--- src/rtl/eth_axis_tx_arb.sv ---
// eth_axis_tx_arb: per-frame round-robin merge of N_CH byte-wide AXI-Stream TX sources onto the MAC tx_axis.
// Optional macro ETH_TX_ARB_PAD_EN adds zero padding of short frames up to MIN_FRAME_LENGTH-4 bytes.

module eth_axis_tx_arb #(
    parameter int N_CH             = 2,
    parameter int MIN_FRAME_LENGTH = 64,
    parameter int CNT_WIDTH        = 16,
    localparam int GW              = (N_CH > 1) ? $clog2(N_CH) : 1
) (
    input  logic                      clk,
    input  logic                      rst_n,
    input  logic [N_CH*8-1:0]         s_axis_tdata,
    input  logic [N_CH-1:0]           s_axis_tvalid,
    input  logic [N_CH-1:0]           s_axis_tlast,
    input  logic [N_CH-1:0]           s_axis_tuser,
    output logic [N_CH-1:0]           s_axis_tready,
    output logic [7:0]                m_axis_tdata,
    output logic                      m_axis_tvalid,
    input  logic                      m_axis_tready,
    output logic                      m_axis_tlast,
    output logic                      m_axis_tuser,
    output logic [GW-1:0]             grant,
    output logic                      busy,
    output logic [N_CH-1:0]           frame_done,
    output logic [N_CH*CNT_WIDTH-1:0] frame_cnt
);

    localparam logic [1:0] ST_IDLE = 2'd0;
    localparam logic [1:0] ST_PASS = 2'd1;

    logic [1:0]           state_q, state_d;
    logic [GW-1:0]        grant_q, grant_d;
    logic [GW-1:0]        ptr_q, ptr_d;
    logic [N_CH-1:0]      done_q, done_d;
    logic [CNT_WIDTH-1:0] cnt_q [N_CH];

    logic          any_req;
    logic [GW-1:0] rr_sel;
    logic [7:0]    g_data;
    logic          g_valid, g_last, g_user;
    logic          long_enough;

`ifdef ETH_TX_ARB_PAD_EN
    localparam logic [1:0] ST_PAD = 2'd2;
    localparam int         BCW    = $clog2(MIN_FRAME_LENGTH) + 1;
    localparam logic [BCW-1:0] PAD_TARGET = BCW'(MIN_FRAME_LENGTH - 4);

    logic [BCW-1:0] bcnt_q, bcnt_d, bcnt_inc;
    logic           tuser_q, tuser_d;

    // Count including the beat currently offered; saturates so long frames never wrap back below target.
    assign bcnt_inc    = (bcnt_q == '1) ? bcnt_q : bcnt_q + 1'b1;
    assign long_enough = (bcnt_inc >= PAD_TARGET);
`else
    assign long_enough = 1'b1;
`endif

    // Rotating search starting just past the last granted channel.
    always_comb begin
        rr_sel  = ptr_q;
        any_req = 1'b0;
        for (int k = 1; k <= N_CH; k++) begin
            if (!any_req && s_axis_tvalid[(int'(ptr_q) + k) % N_CH]) begin
                rr_sel  = GW'((int'(ptr_q) + k) % N_CH);
                any_req = 1'b1;
            end
        end
    end

    assign g_data  = s_axis_tdata[int'(grant_q)*8 +: 8];
    assign g_valid = s_axis_tvalid[grant_q];
    assign g_last  = s_axis_tlast[grant_q];
    assign g_user  = s_axis_tuser[grant_q];

    always_comb begin
        state_d       = state_q;
        grant_d       = grant_q;
        ptr_d         = ptr_q;
        done_d        = '0;
        m_axis_tdata  = 8'h00;
        m_axis_tvalid = 1'b0;
        m_axis_tlast  = 1'b0;
        m_axis_tuser  = 1'b0;
        s_axis_tready = '0;
`ifdef ETH_TX_ARB_PAD_EN
        bcnt_d        = bcnt_q;
        tuser_d       = tuser_q;
`endif
        case (state_q)
            ST_IDLE: begin
                if (any_req) begin
                    state_d = ST_PASS;
                    grant_d = rr_sel;
                    ptr_d   = rr_sel;
`ifdef ETH_TX_ARB_PAD_EN
                    bcnt_d  = '0;
`endif
                end
            end
            ST_PASS: begin
                m_axis_tdata           = g_data;
                m_axis_tvalid          = g_valid;
                m_axis_tlast           = g_valid & g_last & long_enough;
                m_axis_tuser           = m_axis_tlast & g_user;
                s_axis_tready[grant_q] = m_axis_tready;
                if (g_valid && m_axis_tready) begin
`ifdef ETH_TX_ARB_PAD_EN
                    bcnt_d = bcnt_inc;
`endif
                    if (g_last) begin
                        if (long_enough) begin
                            done_d[grant_q] = 1'b1;
                            state_d         = ST_IDLE;
                        end else begin
`ifdef ETH_TX_ARB_PAD_EN
                            tuser_d = g_user;
                            state_d = ST_PAD;
`endif
                        end
                    end
                end
            end
`ifdef ETH_TX_ARB_PAD_EN
            ST_PAD: begin
                m_axis_tvalid = 1'b1;
                m_axis_tlast  = (bcnt_inc >= PAD_TARGET);
                m_axis_tuser  = m_axis_tlast & tuser_q;
                if (m_axis_tready) begin
                    bcnt_d = bcnt_inc;
                    if (m_axis_tlast) begin
                        done_d[grant_q] = 1'b1;
                        state_d         = ST_IDLE;
                    end
                end
            end
`endif
            default: state_d = ST_IDLE;
        endcase
    end

    always_ff @(posedge clk or negedge rst_n) begin
        if (!rst_n) begin
            state_q <= ST_IDLE;
            grant_q <= '0;
            ptr_q   <= GW'(N_CH - 1);
            done_q  <= '0;
            for (int i = 0; i < N_CH; i++) cnt_q[i] <= '0;
`ifdef ETH_TX_ARB_PAD_EN
            bcnt_q  <= '0;
            tuser_q <= 1'b0;
`endif
        end else begin
            state_q <= state_d;
            grant_q <= grant_d;
            ptr_q   <= ptr_d;
            done_q  <= done_d;
            for (int i = 0; i < N_CH; i++) begin
                if (done_d[i]) cnt_q[i] <= cnt_q[i] + 1'b1;
            end
`ifdef ETH_TX_ARB_PAD_EN
            bcnt_q  <= bcnt_d;
            tuser_q <= tuser_d;
`endif
        end
    end

    assign grant      = grant_q;
    assign busy       = (state_q != ST_IDLE);
    assign frame_done = done_q;

    for (genvar i = 0; i < N_CH; i++) begin : g_cnt
        assign frame_cnt[i*CNT_WIDTH +: CNT_WIDTH] = cnt_q[i];
    end

endmodule
--- config.mk ---
export PLATFORM = sky130hd
export DESIGN_NAME = eth_axis_tx_arb
export DESIGN_NICKNAME = d
export VERILOG_FILES = /design/src/rtl/eth_axis_tx_arb.sv
export SDC_FILE = /design/constraint.sdc
export NUM_CORES = 1
export LEC_CHECK = 0
export ABC_AREA = 1
export CAP_MARGIN = 20
export CORE_ASPECT_RATIO = 0.75
export CORE_UTILIZATION = 35
export DETAILED_ROUTE_END_ITERATION = 8
export PLACE_DENSITY = 0.65
export SLEW_MARGIN = 25
export SYNTH_ARGS = -nofsm -noshare
export SYNTH_HDL_FRONTEND = slang
export SYNTH_SLANG_ARGS = --single-unit
--- constraint.sdc ---
create_clock -name clk -period 3.67 [get_ports clk]
set_input_delay 0.734 -clock clk [delete_from_list [all_inputs] [get_ports clk]]
set_output_delay 0.734 -clock clk [all_outputs]
set_load 0.05 [all_outputs]
# --- Yosys cells after proc, flatten, opt, wreduce, memory -nomap -nowiden ---
# Index checks and enable logic that the tools add are counted.
totals:
  register_bits: 38
  inputBits: 25
  output_inout_bits: 49
  ram_bits: 0
  rom_bits: 0
  n_memories: 0
  latchBits: 0
op_classes:
  n_lt_le_gt_ge: 4
  eq_ne: 4
  shifts: 1
  mul: 0
  n_addsub: 4
  n_div: 0
  bitwise_logic: 5
  reduce_logical: 8
  muxes: 30
op_table:
  columns: ["op", "count"]
  rows:
  - ["$add A16 B1 Y16 const B", 2]
  - ["$mux W1", 20]
  - ["$shiftx A16 B5 Y8", 1]
  - ["$mux W2", 7]
  - ["$mux W8", 1]
  - ["$lt A2 B3 Y1 const B", 2]
  - ["$ne A2 B2 Y1 const B", 3]
  - ["$pmux W2 S2", 1]
  - ["$logic_and A1 B1 Y1", 3]
  - ["$reduce_and A3 Y1", 1]
  - ["$add A1 B1 Y1 const B", 2]
  - ["$and A1 B1 Y1", 2]
  - ["$and A1 B1 Y1 const A", 2]
  - ["$and A2 B2 Y2", 1]
  - ["$eq A2 B1 Y1 const B", 1]
  - ["$logic_not A2 Y1", 1]
  - ["$lt A1 B2 Y1 const B", 1]
  - ["$reduce_and A2 Y1", 1]
  - ["$reduce_bool A2 Y1", 1]
  - ["$demux W1 S1", 1]
  - ["$ge A1 B1 Y1 const B", 1]
  - ["$logic_not A1 Y1", 1]

# --- Depth between registers and ports, before layout ---
depth:
  depth_word: 11
  ltp_mapped: 9

# --- Worst setup path before layout ---
# OpenSTA, ideal clock, no wires.
synth_path:
  path_kind: "reg2out"
  startpoint: "register grant_q (netlist: grant)"
  endpoint: "output port m_axis_tuser"
  slack_ns: 0.841
  path_buffers: 0
  t_required_ns: 2.936
  arrival_time_ns: 2.095
  path_stages_with_launch: 5
  path_cell_list: "dfrtp_1 -> nand2_1 -> nand2_1 -> nand2_1 -> nor3_1"
synth_between:
  elab_chain_len: 5
synth_lines:
  columns: ["item", "line_no", "source"]
  rows:
  - ["start, declared", "32", "logic [GW-1:0] grant_q, grant_d;"]
  - ["start signal, assigned", "154", "grant_q <= grant_d;"]
  - ["$mux W1 (on tied branches) (2 in series)", "71, 72", null]
  - ["$and A1 B1 Y1", "103", "m_axis_tlast = g_valid & g_last & long_enough;"]
  - ["$and A1 B1 Y1 (*)", "104", "m_axis_tuser = m_axis_tlast & g_user;"]
  - ["$mux W1 (*)", "89", "case (state_q)"]
  - ["end, declared", "21", "output logic m_axis_tuser,"]
# Every way passes the cells marked *; elsewhere a longest branch is shown, timed or not. The select of a mux whose other input is x is not followed.

# --- Worst setup path in the final report ---
layout_path:
  startpoint: "input port s_axis_tvalid[1]"
  endpoint: "output port m_axis_tuser"
layout_between:
  elab_chain_len: 5
layout_lines:
  columns: ["item", "line_no", "source"]
  rows:
  - ["start, declared", "13", "input logic [N_CH-1:0] s_axis_tvalid,"]
  - ["$mux W1 (implied by the code) (2 in series)", "71", "assign g_valid = s_axis_tvalid[grant_q];"]
  - ["$and A1 B1 Y1", "103", null]
  - ["$and A1 B1 Y1", "104", null]
  - ["$mux W1", "89", null]
# Every way passes these cells. The select of a mux whose other input is x is not followed.

==> summary.md <==
| Metric | Value |
|---|---|
| Die Y | 68.6 um |
| RSZ-0062 raised after global routing | false |
| WP buf/inv | 2 |
| # diodes | 0 |
| Nets | 377 |
| Hold EP | frame_cnt[15] |
| Crit path max-delay family | buffers and inverters |
| Via count | 1,934 |
| Post-layout minimum cycle time | 3.35 ns |
| Final setup viols | 0 |
| Mean area per synthesized cell | 7.55 um^2 |
| Crit path required time | 2.94 ns |
| Largest area contributor in the netlist | dfrtp_1 |
| Ys flop type | dfrtp_1 |
| Maximum clock frequency | 0.298 GHz |
| Drc violations | 0 |
| Post-synthesis sequential area ratio | 44.8% |
| Root Buffer | clkbuf_8 |
| P_leak | 1.32 nW |
| Hold WC Path Type | reg2reg |
| Die area | 6220 um^2 |
| FF-to-FF path depth | 7 |
| Sum Neg Setup Slack | 0 ns |
| Crit Path Class | in2out |
| Final period utilization | 91.4% |
| Maximum number of pins on one net before global-route repair | 38 |
| Number of global-route vias before repair | 1,856 |
| Worst path cell trace | clkdlybuf4s50_1 -> nand2_1 -> nand2_2 -> nand2_1 -> nor3_1 -> clkdlybuf4s50_1 |
| EDFF count, synth | 0 |
| Synth top area share | 43.6% |
| CTS buffer count | 5 |
| FF-to-FF setup slack | 1.87 ns |
| Layout cell share with drive strength beyond 1 | 5.98% |
| Final hold viol count | 0 |
| GRT overflow | 0 |
| Via density | 4.54 |
| Initial drt markers | 79 |
| Total track usage | 18.4% |
| Clock Pin Slew Worst Setup and Hold Paths | 0.07 ns |
| Final Skew | 0.00706 ns |
| Mapped Area | 2070 um^2 |
| Initial Util | 37.4% |
| Worst-case clock buffer depth | 2 |
| Post_cts resized | 0 |
| Number of port buffers | 73 |
| Die width | 90.8 um |
| Critical Path AT | 2.62 ns |
| Antenna violations before repair | 0 |
| Worst slew margin | 46.5% |
| Count of final max-slew check failures | 0 |
| Worst skew pair latency | 0.29 ns |
| Synth Register Bits | 37 |
| Post-route ant nets | 0 |
| Iteration count of the initial detailed-routing pass | 4 |
| Largest fanout on the critical path | 4 |
| CTS Hold Bufs | 0 |
| H-tree Lvls | 2 |
| Hold path depth | 2 |
| Avg WL per Cell | 12.1 um |
| Ys async rst share | 100% |
| Synth unique cells | 27 |
| Layout fillers | 562 |
| Syn Inst Count | 274 |
| CTS tree | done |
| Reg-to-reg critical path endpoint | frame_cnt[2] |
| RR Startpoint | grant |
| Status | finished clean |
| Crit-path max cell delay | 0.84 ns |
| First-pass GRT wire length | 8860 um |
| Final Wtd Congestion | 0.782 |
| Core Util, Final | 53.3% |
| Num rows | 23 |
| Drt total wl | 5170 um |
| Top cells by area, synth | dfrtp_1 44%, nand2_1 15%, nor2_1 9.1% |
| I/O pin count | 74 |
| Worst Tran Pin Value | 0.802 ns |
| Peak VDD IR | 0.376 mV |
| Worst setup SP type | primary input |
| Max_cap viols | 0 |
| Synth-to-Final Area Change | 42.5% |
| Postcts setup bufs | 0 |
| CTS Sinks | 37 |
| Power per Cell Area | 582 nW/um^2 |
| CORE AREA | 5530 um^2 |
| Net Count, Synth | 301 |
| CP endpoint kind | output pin |
| Hpwl dp | 3870 um |
| Hold Crit Start | frame_cnt[15] |
| Critical-path top delay cell | clkdlybuf4s50_1 |
| Syn. warnings | 0 |
logic make-up (layout without fill, tap and decap cells):
kind of cell | count (synthesis) | in the layout | share of synthesized area [%]
adders and majority gates | 2 | 2 | 1.21
DFF | 37 | 37 | 44.8
xor gates and xnor gates | 18 | 18 | 7.62
and+or+nand+nor | 171 | 171 | 36.2
muxes | 1 | 1 | 0.484
buffers and inverters | 30 | 107 | 5.87
AOI/OAI and AO/OA | 15 | 15 | 3.81
registers in the layout, summed over array words and instances, names as in the netlist:
register / cells
ptr_q: 1
grant: 1
frame_done: 2
state_q: 1
frame_cnt: 32
synthesized netlist by cell type (3+ instances only):
cell      number
nor2_2         3
nand4_1       10
inv_1         24
xor2_1        12
nand3b_1       5
xnor2_1        6
nand3_1       11
nor2_1        50
nand2_1       81
nand2_2        3
dfrtp_1       36
nor3_1         4
o21ai_0       11
per-layer routing:
| metal | GRT usage [%] | wire (um) | vias up |
|---|---|---|---|
| li1 | - | - | 1014 |
| met1 | 26.3 | 2770 | 879 |
| met2 | 28.7 | 2170 | 36 |
| met3 | 4.50 | 212 | 5 |
| met4 | 3.63 | 27 | 0 |
| met5 | 0 | 0 | - |
how the worst max path moves through the flow:
stage	start	end	slack (ns)	depth (start not counted)
floorplan	grant	m_axis_tuser	0.84	4
global placement	s_axis_tvalid[1]	m_axis_tuser	0.40	6
detailed placement	s_axis_tvalid[1]	m_axis_tuser	0.34	6
CTS	s_axis_tvalid[1]	m_axis_tuser	0.34	6
global route	s_axis_tvalid[1]	m_axis_tuser	0.21	6
finish	s_axis_tvalid[1]	m_axis_tuser	0.32	6
cell usage in the layout (no fill, tap or decap), drive strengths merged:
master          n
nand2          85
clkdlybuf4s50  72
nor2           55
dfrtp          36
inv            26
xor2           12
o21ai          12
nand3          12
nand4          10
xnor2           6
clkbuf          6
nand3b          5
nor3            4
ha              2
clkinv          2
mux2i           1
a21oi           1
o211ai          1
a31oi           1
buf             1
dfstp           1
power by group:
part | internal (mW) | leakage (nW) | total, mW | switching [mW]
Combinational | 0.282 | 0.788 | 0.887 | 0.604
Sequential | 0.464 | 0.486 | 0.556 | 0.0927
Clock | 0.132 | 0.0450 | 0.272 | 0.141
Total | 0.878 | 1.32 | 1.72 | 0.838
stage by stage:
stage	cells	hold WS (ns)	total power, mW	cell area, um^2	worst slack [ns]
4_1_cts	426	0.495	1.73	2950	0.344
3_5_place_dp	418	0.474	1.45	2860	0.345
3_3_place_gp	418	0.473	1.45	2860	0.400
6_report	426	0.491	1.72	2950	0.316
2_1_floorplan	274	0.438	1.14	2070	0.841
5_1_grt	426	0.521	1.81	2950	0.213
layout make-up:
| type | instances | area, um^2 | area share, % |
|---|---|---|---|
| sequential | 37 | 927 | 31.5 |
| inverter | 26 | 97.6 | 3.31 |
| tap | 75 | 93.8 | 3.18 |
| clock buffer | 6 | 72.6 | 2.46 |
| clock inverter | 2 | 10.0 | 0.340 |
| timing repair buffer | 73 | 726 | 24.6 |
| multi-input combinational | 207 | 1020 | 34.6 |
worst min-delay path, cell delays in order (launching register included):
cell and delay, ns:
dfrtp_1 0.36, nand2_1 0.06, nand2_1 0.04
No activity file was read; power rests on OpenSTA's default activity.
